## config.mk

```make
export PLATFORM = sky130hd
export DESIGN_NAME = param_cpu
export DESIGN_NICKNAME = d
export VERILOG_FILES = /design/src/rtl/param_cpu_pkg.sv /design/src/rtl/param_cpu_alu.sv /design/src/rtl/param_cpu.sv
export SDC_FILE = /design/constraint.sdc
export NUM_CORES = 2
export LEC_CHECK = 0
export BUFFER_PORTS_ARGS = -buffer_cell sky130_fd_sc_hd__buf_4
export CORE_ASPECT_RATIO = 0.6
export CORE_MARGIN = 2
export CORE_UTILIZATION = 30
export DETAILED_ROUTE_END_ITERATION = 12
export GPL_TIMING_DRIVEN = 0
export HOLD_SLACK_MARGIN = 0.03
export MAX_ROUTING_LAYER = met4
export PLACE_DENSITY = 0.44
export SYNTH_ARGS = -nofsm -noshare
export SYNTH_HDL_FRONTEND = slang
export SYNTH_SLANG_ARGS = --single-unit
```

## constraint.sdc

```tcl
create_clock -name clk -period 3.4 [get_ports clk]
set_clock_uncertainty 0.15 [all_clocks]
set_input_delay 0.51 -clock clk [delete_from_list [all_inputs] [get_ports clk]]
set_output_delay 0.51 -clock clk [all_outputs]
set_load 0.03 [all_outputs]
```

## src/rtl/param_cpu_pkg.sv

```systemverilog
// param_cpu_pkg -- shared definitions for the param_cpu core.
//   * op-byte constants and op-field group codes used by the decoder
//   * FSM state encoding
//   * ALU operation select and the op-byte -> ALU select mapping
package param_cpu_pkg;

  // Whole-byte opcodes
  localparam logic [7:0] OP_NOP = 8'h00;
  localparam logic [7:0] OP_HLT = 8'h76;
  localparam logic [7:0] OP_CMA = 8'h2F;
  localparam logic [7:0] OP_JMP = 8'hC3;

  // Field codes: op[7:6] group, op[2:0] low field
  localparam logic [1:0] GRP_LOW = 2'b00;  // MVI lives here
  localparam logic [1:0] GRP_MOV = 2'b01;
  localparam logic [1:0] GRP_JNZ = 2'b11;
  localparam logic [2:0] LOW_MVI = 3'b110;
  localparam logic [2:0] LOW_JNZ = 3'b010;

  // op[7:3] for register-source ALU instructions
  localparam logic [4:0] ALU_GRP_ADD = 5'b10000;
  localparam logic [4:0] ALU_GRP_ADC = 5'b10001;
  localparam logic [4:0] ALU_GRP_SUB = 5'b10010;
  localparam logic [4:0] ALU_GRP_ANA = 5'b10100;
  localparam logic [4:0] ALU_GRP_XRA = 5'b10101;
  localparam logic [4:0] ALU_GRP_ORA = 5'b10110;

  typedef enum logic [2:0] {
    S_IDLE   = 3'd0,
    S_FETCH  = 3'd1,
    S_DECODE = 3'd2,
    S_EXEC   = 3'd3,
    S_WB     = 3'd4,
    S_REPORT = 3'd5,
    S_HALT   = 3'd6
  } state_e;

  typedef enum logic [2:0] {
    ALU_ADD  = 3'd0,
    ALU_ADC  = 3'd1,
    ALU_SUB  = 3'd2,
    ALU_AND  = 3'd3,
    ALU_XOR  = 3'd4,
    ALU_OR   = 3'd5,
    ALU_NOT  = 3'd6,
    ALU_PASS = 3'd7   // also means "not a register-source ALU op"
  } alu_op_e;

  // Map op[7:3] to an ALU select; ALU_PASS for anything that is not ADD..ORA.
  function automatic alu_op_e alu_sel_f(input logic [4:0] grp);
    alu_op_e sel;
    case (grp)
      ALU_GRP_ADD: sel = ALU_ADD;
      ALU_GRP_ADC: sel = ALU_ADC;
      ALU_GRP_SUB: sel = ALU_SUB;
      ALU_GRP_ANA: sel = ALU_AND;
      ALU_GRP_XRA: sel = ALU_XOR;
      ALU_GRP_ORA: sel = ALU_OR;
      default:     sel = ALU_PASS;
    endcase
    return sel;
  endfunction

endpackage

```

## src/rtl/param_cpu_alu.sv

```systemverilog
// param_cpu_alu -- combinational arithmetic/logic unit of param_cpu.
// Ports:
//   a, b  : DATA_W operands (a is the accumulator)
//   cin   : incoming carry flag
//   op    : ALU operation select (alu_op_e)
//   y     : DATA_W result
//   cout  : carry flag after the operation
// Carry rules: ADD/ADC carry-out of the sum, SUB unsigned borrow,
// logic ops clear carry, NOT/PASS keep the incoming carry.
module param_cpu_alu
  import param_cpu_pkg::*;
#(
  parameter int DATA_W = 8
) (
  input  logic [DATA_W-1:0] a,
  input  logic [DATA_W-1:0] b,
  input  logic              cin,
  input  alu_op_e           op,
  output logic [DATA_W-1:0] y,
  output logic              cout
);

  logic [DATA_W:0] sum_s;

  // Result and carry selection for each ALU operation.
  always_comb begin
    sum_s = {(DATA_W+1){1'b0}};
    y     = a;
    cout  = cin;
    case (op)
      ALU_ADD: begin
        sum_s = {1'b0, a} + {1'b0, b};
        y     = sum_s[DATA_W-1:0];
        cout  = sum_s[DATA_W];
      end
      ALU_ADC: begin
        sum_s = {1'b0, a} + {1'b0, b} + {{DATA_W{1'b0}}, cin};
        y     = sum_s[DATA_W-1:0];
        cout  = sum_s[DATA_W];
      end
      ALU_SUB: begin
        y    = a - b;
        cout = (a < b);
      end
      ALU_AND: begin
        y    = a & b;
        cout = 1'b0;
      end
      ALU_XOR: begin
        y    = a ^ b;
        cout = 1'b0;
      end
      ALU_OR: begin
        y    = a | b;
        cout = 1'b0;
      end
      ALU_NOT: begin
        y    = ~a;
        cout = cin;
      end
      ALU_PASS: begin
        y    = b;
        cout = cin;
      end
      default: begin
        y    = a;
        cout = cin;
      end
    endcase
  end

endmodule

```

## src/rtl/param_cpu.sv

```systemverilog
// param_cpu -- small multi-cycle accumulator CPU with a ready/valid
// retired-instruction report port.
// Optional feature: define PARAM_CPU_JNZ_EN to decode 11sss010 as
// JNZ rs,imm (otherwise that pattern is a reported NOP).
// Ports:
//   clk, rst (synchronous, active-low)
//   start                               : run from pc 0 (accepted in IDLE/HALT)
//   imem_we, imem_addr, imem_wdata      : instruction-memory write port
//   out_valid, out_ready                : report handshake
//   out_opcode, out_pc, out_result,
//   out_carry                           : report payload
//   halted                              : core is in HALT
module param_cpu
  import param_cpu_pkg::*;
#(
  parameter int DATA_W  = 8,
  parameter int IMEM_AW = 7,
  localparam int INSTR_W = 8 + DATA_W
) (
  input  logic               clk,
  input  logic               rst,
  input  logic               start,
  input  logic               imem_we,
  input  logic [IMEM_AW-1:0] imem_addr,
  input  logic [INSTR_W-1:0] imem_wdata,
  output logic               out_valid,
  input  logic               out_ready,
  output logic [7:0]         out_opcode,
  output logic [IMEM_AW-1:0] out_pc,
  output logic [DATA_W-1:0]  out_result,
  output logic               out_carry,
  output logic               halted
);

  logic [INSTR_W-1:0] imem_r [2**IMEM_AW];

  state_e             state_r, state_s;
  logic [IMEM_AW-1:0] pc_r;
  logic [INSTR_W-1:0] ir_r;
  logic [DATA_W-1:0]  regs_r [8];
  logic               carry_r;

  // operands and pending write-back
  logic [DATA_W-1:0]  a_r, b_r;
  alu_op_e            alu_sel_r;
  logic               wb_en_r;
  logic [2:0]         wb_dst_r;
  logic [DATA_W-1:0]  wb_data_r;
  logic               wb_carry_r;

  logic [DATA_W-1:0]  alu_y_s;
  logic               alu_cout_s;

  // decode results
  logic [7:0]         op_s;
  logic [DATA_W-1:0]  imm_s;
  logic [IMEM_AW-1:0] jmp_tgt_s;
  logic [IMEM_AW-1:0] pc_inc_s;
  logic               dec_hlt_s, dec_jmp_s, dec_jnz_s, dec_alu_s, dec_wr_s;
  logic               jnz_taken_s;
  alu_op_e            dec_sel_s;
  logic [2:0]         dec_dst_s;
  logic [DATA_W-1:0]  dec_data_s;

  assign op_s      = ir_r[INSTR_W-1 -: 8];
  assign imm_s     = ir_r[DATA_W-1:0];
  assign jmp_tgt_s = IMEM_AW'(imm_s);
  assign pc_inc_s  = pc_r + {{(IMEM_AW-1){1'b0}}, 1'b1};

  assign halted    = (state_r == S_HALT);

  param_cpu_alu #(.DATA_W(DATA_W)) u_alu (
    .a    (a_r),
    .b    (b_r),
    .cin  (carry_r),
    .op   (alu_sel_r),
    .y    (alu_y_s),
    .cout (alu_cout_s)
  );

  // Instruction decode of the held instruction register.
  always_comb begin
    dec_hlt_s   = 1'b0;
    dec_jmp_s   = 1'b0;
    dec_jnz_s   = 1'b0;
    dec_alu_s   = 1'b0;
    dec_wr_s    = 1'b0;
    dec_sel_s   = ALU_PASS;
    dec_dst_s   = 3'd0;
    dec_data_s  = {DATA_W{1'b0}};
    jnz_taken_s = 1'b0;
    // HLT shares the MOV group, so it must be tested first
    if (op_s == OP_HLT) begin
      dec_hlt_s = 1'b1;
    end else if (op_s == OP_JMP) begin
      dec_jmp_s = 1'b1;
    end else if (op_s == OP_CMA) begin
      dec_alu_s = 1'b1;
      dec_sel_s = ALU_NOT;
      dec_wr_s  = 1'b1;
    end else if (op_s[7:6] == GRP_MOV) begin
      dec_wr_s   = 1'b1;
      dec_dst_s  = op_s[5:3];
      dec_data_s = regs_r[op_s[2:0]];
    end else if ((op_s[7:6] == GRP_LOW) && (op_s[2:0] == LOW_MVI)) begin
      dec_wr_s   = 1'b1;
      dec_dst_s  = op_s[5:3];
      dec_data_s = imm_s;
    end else if (alu_sel_f(op_s[7:3]) != ALU_PASS) begin
      dec_alu_s = 1'b1;
      dec_sel_s = alu_sel_f(op_s[7:3]);
      dec_wr_s  = 1'b1;
`ifdef PARAM_CPU_JNZ_EN
    end else if ((op_s[7:6] == GRP_JNZ) && (op_s[2:0] == LOW_JNZ)) begin
      dec_jnz_s   = 1'b1;
      jnz_taken_s = (regs_r[op_s[5:3]] != {DATA_W{1'b0}});
`endif
    end else begin
      // NOP and every undefined op byte: reported, nothing written
      dec_wr_s = 1'b0;
    end
  end

  // FSM state register.
  always_ff @(posedge clk) begin
    if (!rst) begin
      state_r <= S_IDLE;
    end else begin
      state_r <= state_s;
    end
  end

  // FSM next-state logic.
  always_comb begin
    state_s = state_r;
    case (state_r)
      S_IDLE: begin
        if (start) state_s = S_FETCH;
        else       state_s = S_IDLE;
      end
      S_FETCH:  state_s = S_DECODE;
      S_DECODE: begin
        if (dec_hlt_s)                   state_s = S_HALT;
        else if (dec_jmp_s || dec_jnz_s) state_s = S_FETCH;
        else if (dec_alu_s)              state_s = S_EXEC;
        else                             state_s = S_WB;
      end
      S_EXEC:   state_s = S_WB;
      S_WB:     state_s = S_REPORT;
      S_REPORT: begin
        if (out_ready) state_s = S_FETCH;
        else           state_s = S_REPORT;
      end
      S_HALT: begin
        if (start) state_s = S_FETCH;
        else       state_s = S_HALT;
      end
      default:  state_s = S_IDLE;
    endcase
  end

  // Instruction memory write port; contents survive reset.
  always_ff @(posedge clk) begin
    if (imem_we) begin
      imem_r[imem_addr] <= imem_wdata;
    end
  end

  // Datapath: fetch, operand capture, execute, write-back and report.
  always_ff @(posedge clk) begin
    if (!rst) begin
      pc_r       <= {IMEM_AW{1'b0}};
      ir_r       <= {INSTR_W{1'b0}};
      carry_r    <= 1'b0;
      for (int i = 0; i < 8; i++) regs_r[i] <= {DATA_W{1'b0}};
      a_r        <= {DATA_W{1'b0}};
      b_r        <= {DATA_W{1'b0}};
      alu_sel_r  <= ALU_PASS;
      wb_en_r    <= 1'b0;
      wb_dst_r   <= 3'd0;
      wb_data_r  <= {DATA_W{1'b0}};
      wb_carry_r <= 1'b0;
      out_valid  <= 1'b0;
      out_opcode <= 8'h00;
      out_pc     <= {IMEM_AW{1'b0}};
      out_result <= {DATA_W{1'b0}};
      out_carry  <= 1'b0;
    end else begin
      case (state_r)
        S_IDLE, S_HALT: begin
          if (start) pc_r <= {IMEM_AW{1'b0}};
        end
        S_FETCH: begin
          // a same-cycle write to this address lands after the read
          ir_r <= imem_r[pc_r];
        end
        S_DECODE: begin
          a_r        <= regs_r[0];
          b_r        <= regs_r[op_s[2:0]];
          alu_sel_r  <= dec_sel_s;
          wb_en_r    <= dec_wr_s;
          wb_dst_r   <= dec_dst_s;
          wb_data_r  <= dec_data_s;
          wb_carry_r <= carry_r;
          if (dec_jmp_s) begin
            pc_r <= jmp_tgt_s;
          end else if (dec_jnz_s) begin
            pc_r <= jnz_taken_s ? jmp_tgt_s : pc_inc_s;
          end
        end
        S_EXEC: begin
          wb_data_r  <= alu_y_s;
          wb_carry_r <= alu_cout_s;
        end
        S_WB: begin
          if (wb_en_r) regs_r[wb_dst_r] <= wb_data_r;
          carry_r    <= wb_carry_r;
          pc_r       <= pc_inc_s;
          out_valid  <= 1'b1;
          out_opcode <= op_s;
          out_pc     <= pc_r;
          out_result <= wb_en_r ? wb_data_r : {DATA_W{1'b0}};
          out_carry  <= wb_carry_r;
        end
        S_REPORT: begin
          if (out_ready) out_valid <= 1'b0;
        end
        default: begin
          out_valid <= 1'b0;
        end
      endcase
    end
  end

endmodule

```

==> summary.txt <==
Yosys
  • Synth Flop Type: edfxtp_1
  • Syn Inst Count: 4447
  • Top post-synthesis cells by count: 2112 x edfxtp_1, 445 x mux4_2, 252 x mux2i_1, 220 x nor2_1, 173 x nand2_1
  • Post-synth EDFFs: around 2100
  • Post-Syn Area: 86600 sq um
  • Synth area leaders: edfxtp_1 73%, mux4_2 12%, mux2i_1 2.9%
  • Seq/Total Area, Yosys: 0.752
  • Synth top area share: 0.733
  • Async SR Flop Fraction: 0
  • Yosys Warn Count: 0
  • #FFs+latches synth: 2195
  • Area leader, netlist: edfxtp_1
  • Cell variety after synth: slightly below 80
  • Syn_area_per_cell: 19.5 sq um
  • Cell with the most instances after synthesis: edfxtp_1
  • Post-synthesis net count: approximately 4500

Route
  • Met2 wire len: 108000 um
  • Vias: 47472
  • DRC Markers: 0
  • Max Used Layer: met4
  • Drt wl/cell: 32.4 um
  • DR pass1 iterations: 6
  • Iteration-0 DRC Markers: 7168
  • M1 WL: 147000 um
  • Final wirelength: 289000 um
  • Vias per inst: 5.32
  • Routed Antenna Nets: 0
  • Metal3 WL: a little under 30000 um

Pwr
  • Power Density: 570 nW/um^2
  • Leak: 31.3 nW
  • Peak supply drop: 0.000359 V

Floorplan
  • FP Rows: 152
  • Die width: 698 um
  • Num ports: 54
  • DIE HEIGHT: 420 um
  • Area of the core: 287000 sq um
  • Initial core utilization: 0.302
  • Die area: 293000 sq um

Placement
  • DP Wirelength: 201000 um
  • IO buf count: roughly 50
  • Placed Area: between 90000 and 100000 sq um
  • Placed Cells: 8491
  • GP Congestion: 0.889

CTS
  • Clock transition at the registers of the reported paths: 0.07 ns
  • Clock Path Buffers: 4
  • Clock sinks: ~2200
  • CTS tree: yes
  • CTS Root Cell: clkbuf_16
  • CTS H-tree depth: 4
  • Cts bufs inserted: 209
  • Skew-Pair Late Insertion Delay: 0.90 ns

Critical path
  • Worst R2R End: ir_r[5]
  • Setup slack, reg-to-reg: -0.01 ns
  • CP Class: flip-flop to flip-flop
  • Reg2reg start: pc_r[0]
  • Slowest-stage cell, CP: nand4_1
  • Maximum fanout along the worst path: 10
  • Worst EP required: 4.06 ns
  • Cell Chain, Critical Path: buf_12 > buf_16 > buf_16 > buf_8 > and2_4 > buf_4 > a22oi_1 > nand4_1 > nand3_1 > a21oi_2 > nor4_1
  • Largest stage delay, worst path: about 0.60 ns
  • Cell mode on critical path: buf_16
  • Type of origin of the critical path: flip-flop
  • Worst EP arrival: 4.07 ns
  • Critical path endpoint category: flip-flop
  • Reg2Reg Depth: 11

Worst hold path
  • WHS Endpoint: ir_r[2]
  • Hold path start: rst
  • Hold path cells: 5
  • Worst hold path type: input port to flip-flop

Final layout
  • Finished Layout Cells: 8916
  • Layout overhead on the synthesized area: 18.8%
  • Final Net Count: approximately 5000
  • Final Cell Area: 103000 sq um
  • Ratio of cells with drive above 1 in the final layout: 0.269

Run
  • Max-Cap Viols: 0

Outcome
  • Violated checks: negative setup slack
  • Outcome: finished, violations left

STA
  • Fin. Hold Viols: 0
  • Final setup fails: 1
  • Maximum clock frequency: 293 MHz
  • Slew margin rel.: 0.0656
  • Setup WS post-layout: -0.0130 ns
  • Worst Max-Slew Pin Slew: approximately 1.4 ns
  • Setup TNS: -0.0130 ns
  • Slew Limit Fails: 0
  • Final worst-path cycle share: 1.00
  • Final worst path period need: 3.41 ns

Global routing
  • Number of global-route vias before repair: approximately 45000
  • Largest net degree at the start of global routing: ~130
  • Initial antenna violation count: 23
  • First-pass GRT wire length: 390000 um
  • Total track usage: 0.199
  • Gr ovfl total: 0
-- cells in the final DEF, fill, tap and decap left out, types with 19 or more instances in the layout --
master / synthesis / layout
nand3_1: 63 / 55
buf_16: 0 / 37
edfxtp_1: 2112 / 2112
a211oi_1: 45 / 34
nor2_1: 220 / 78
clkbuf_1: 121 / 123
o22ai_1: 39 / 37
buf_4: 32 / 100
nand2_1: 173 / 173
buf_6: 25 / 47
and2_1: 71 / 70
clkinv_2: 0 / 27
clkbuf_16: 0 / 213
clkbuf_2: 0 / 38
and3_1: 21 / 21
mux2i_1: 252 / 252
a21oi_1: 137 / 123
buf_8: 1 / 121
o21ai_0: 75 / 59
a22oi_1: 92 / 84
nor2_2: 0 / 134
inv_1: 30 / 30
a22o_1: 19 / 19
buf_2: 62 / 26
mux4_2: 445 / 445
ha_1: 27 / 27
nand4_1: 26 / 26
clkinv_1: 0 / 42
nand2b_1: 20 / 20
dfxtp_1: 83 / 79
nor2b_1: 24 / 20
-- registers in the layout, summed over array words and instances (netlist names), 3 cells and up --
| name | count |
|---|---|
| imem_r | 2048 |
| regs_r | 64 |
| ir_r | 16 |
| a_r | 8 |
| b_r | 8 |
| out_opcode | 8 |
| out_result | 8 |
| wb_data_r | 8 |
| out_pc | 7 |
| pc_r | 7 |
| alu_sel_r | 3 |
| state_r | 3 |
| wb_dst_r | 3 |
-- layer usage --
| metal | up-vias | GRT usage |
|---|---|---|
| li1 | 19193 | - |
| met1 | 25885 | 0.325 |
| met2 | 2070 | 0.240 |
| met3 | 324 | 0.0525 |
| met4 | 0 | 0.0338 |
| met5 | - | - |
-- cells by family after synthesis --
group	after synthesis	synth area share
AOI/OAI and AO/OA	517	0.0394
xor gates and xnor gates	11	0.00111
adders and majority gates	29	0.00436
buffers and inverters	286	0.0172
DFF	2195	0.752
muxes	709	0.147
and+or+nand+nor	700	0.0389
-- cell type report --
cell class,count,area (sq um)
antenna,15,37.5
sequential,2195,65100
timing repair buffer,243,3400
fill,26543,184000
clock inverter,101,925
multi-input combinational,1966,21000
clock buffer,265,5540
tap,3850,4820
buffer,250,1910
inverter,31,116
-- worst max-delay path: cells and delay by family (launching register included) --
kind,cells,cell delay [ns]
and+or+nand+nor,4,1.53
buffers and inverters,5,0.86
AOI/OAI and AO/OA,2,0.36
DFF,1,0.34
-- where the power goes --
group / switching (mW) / internal [mW] / leakage (nW) / total, mW
Combinational: 3.49 / 2.01 / 8.38 / 5.50
Sequential: 0.142 / 29.8 / 19.7 / 29.9
Clock: 10.4 / 12.8 / 3.14 / 23.2
-- timing repair --
action | CTS | global route
pin swaps | 21 | 14
buffers inserted | 12 | 17
endpoints found under the hold margin | 516 | 73
setup endpoints to repair | 55 | 54
hold buffers | 16 | 2
resized for setup | 271 | 74
-- through the flow --
| stage | util | worst slack, ns | power (mW) | hold WS (ns) |
|---|---|---|---|---|
| after detailed placement | 0.330 | -1.82 | 35.6 | 0.300 |
| after floorplan | - | 0.590 | 33.1 | 0.295 |
| after global placement | 0.320 | -1.89 | 35.5 | 0.299 |
| after global routing | 0.359 | -0.00349 | 60.3 | 0.174 |
| after CTS | 0.357 | -0.126 | 58.9 | 0.176 |
| final | 0.359 | -0.0130 | 58.6 | 0.197 |
-- worst max-delay path by stage --
stage	depth (start not counted)	startpoint	end	slack [ns]
after global routing	5	state_r[2]	regs_r[2][1]	-0.003
after CTS	5	state_r[0]	regs_r[2][1]	-0.13
after floorplan	4	imem_addr[4]	imem_r[100][0]	0.59
after global placement	5	imem_addr[4]	imem_r[96][13]	-1.89
final	11	pc_r[0]	ir_r[5]	-0.01
after detailed placement	10	pc_r[1]	ir_r[8]	-1.82
Power figures use the tool's default switching activity.
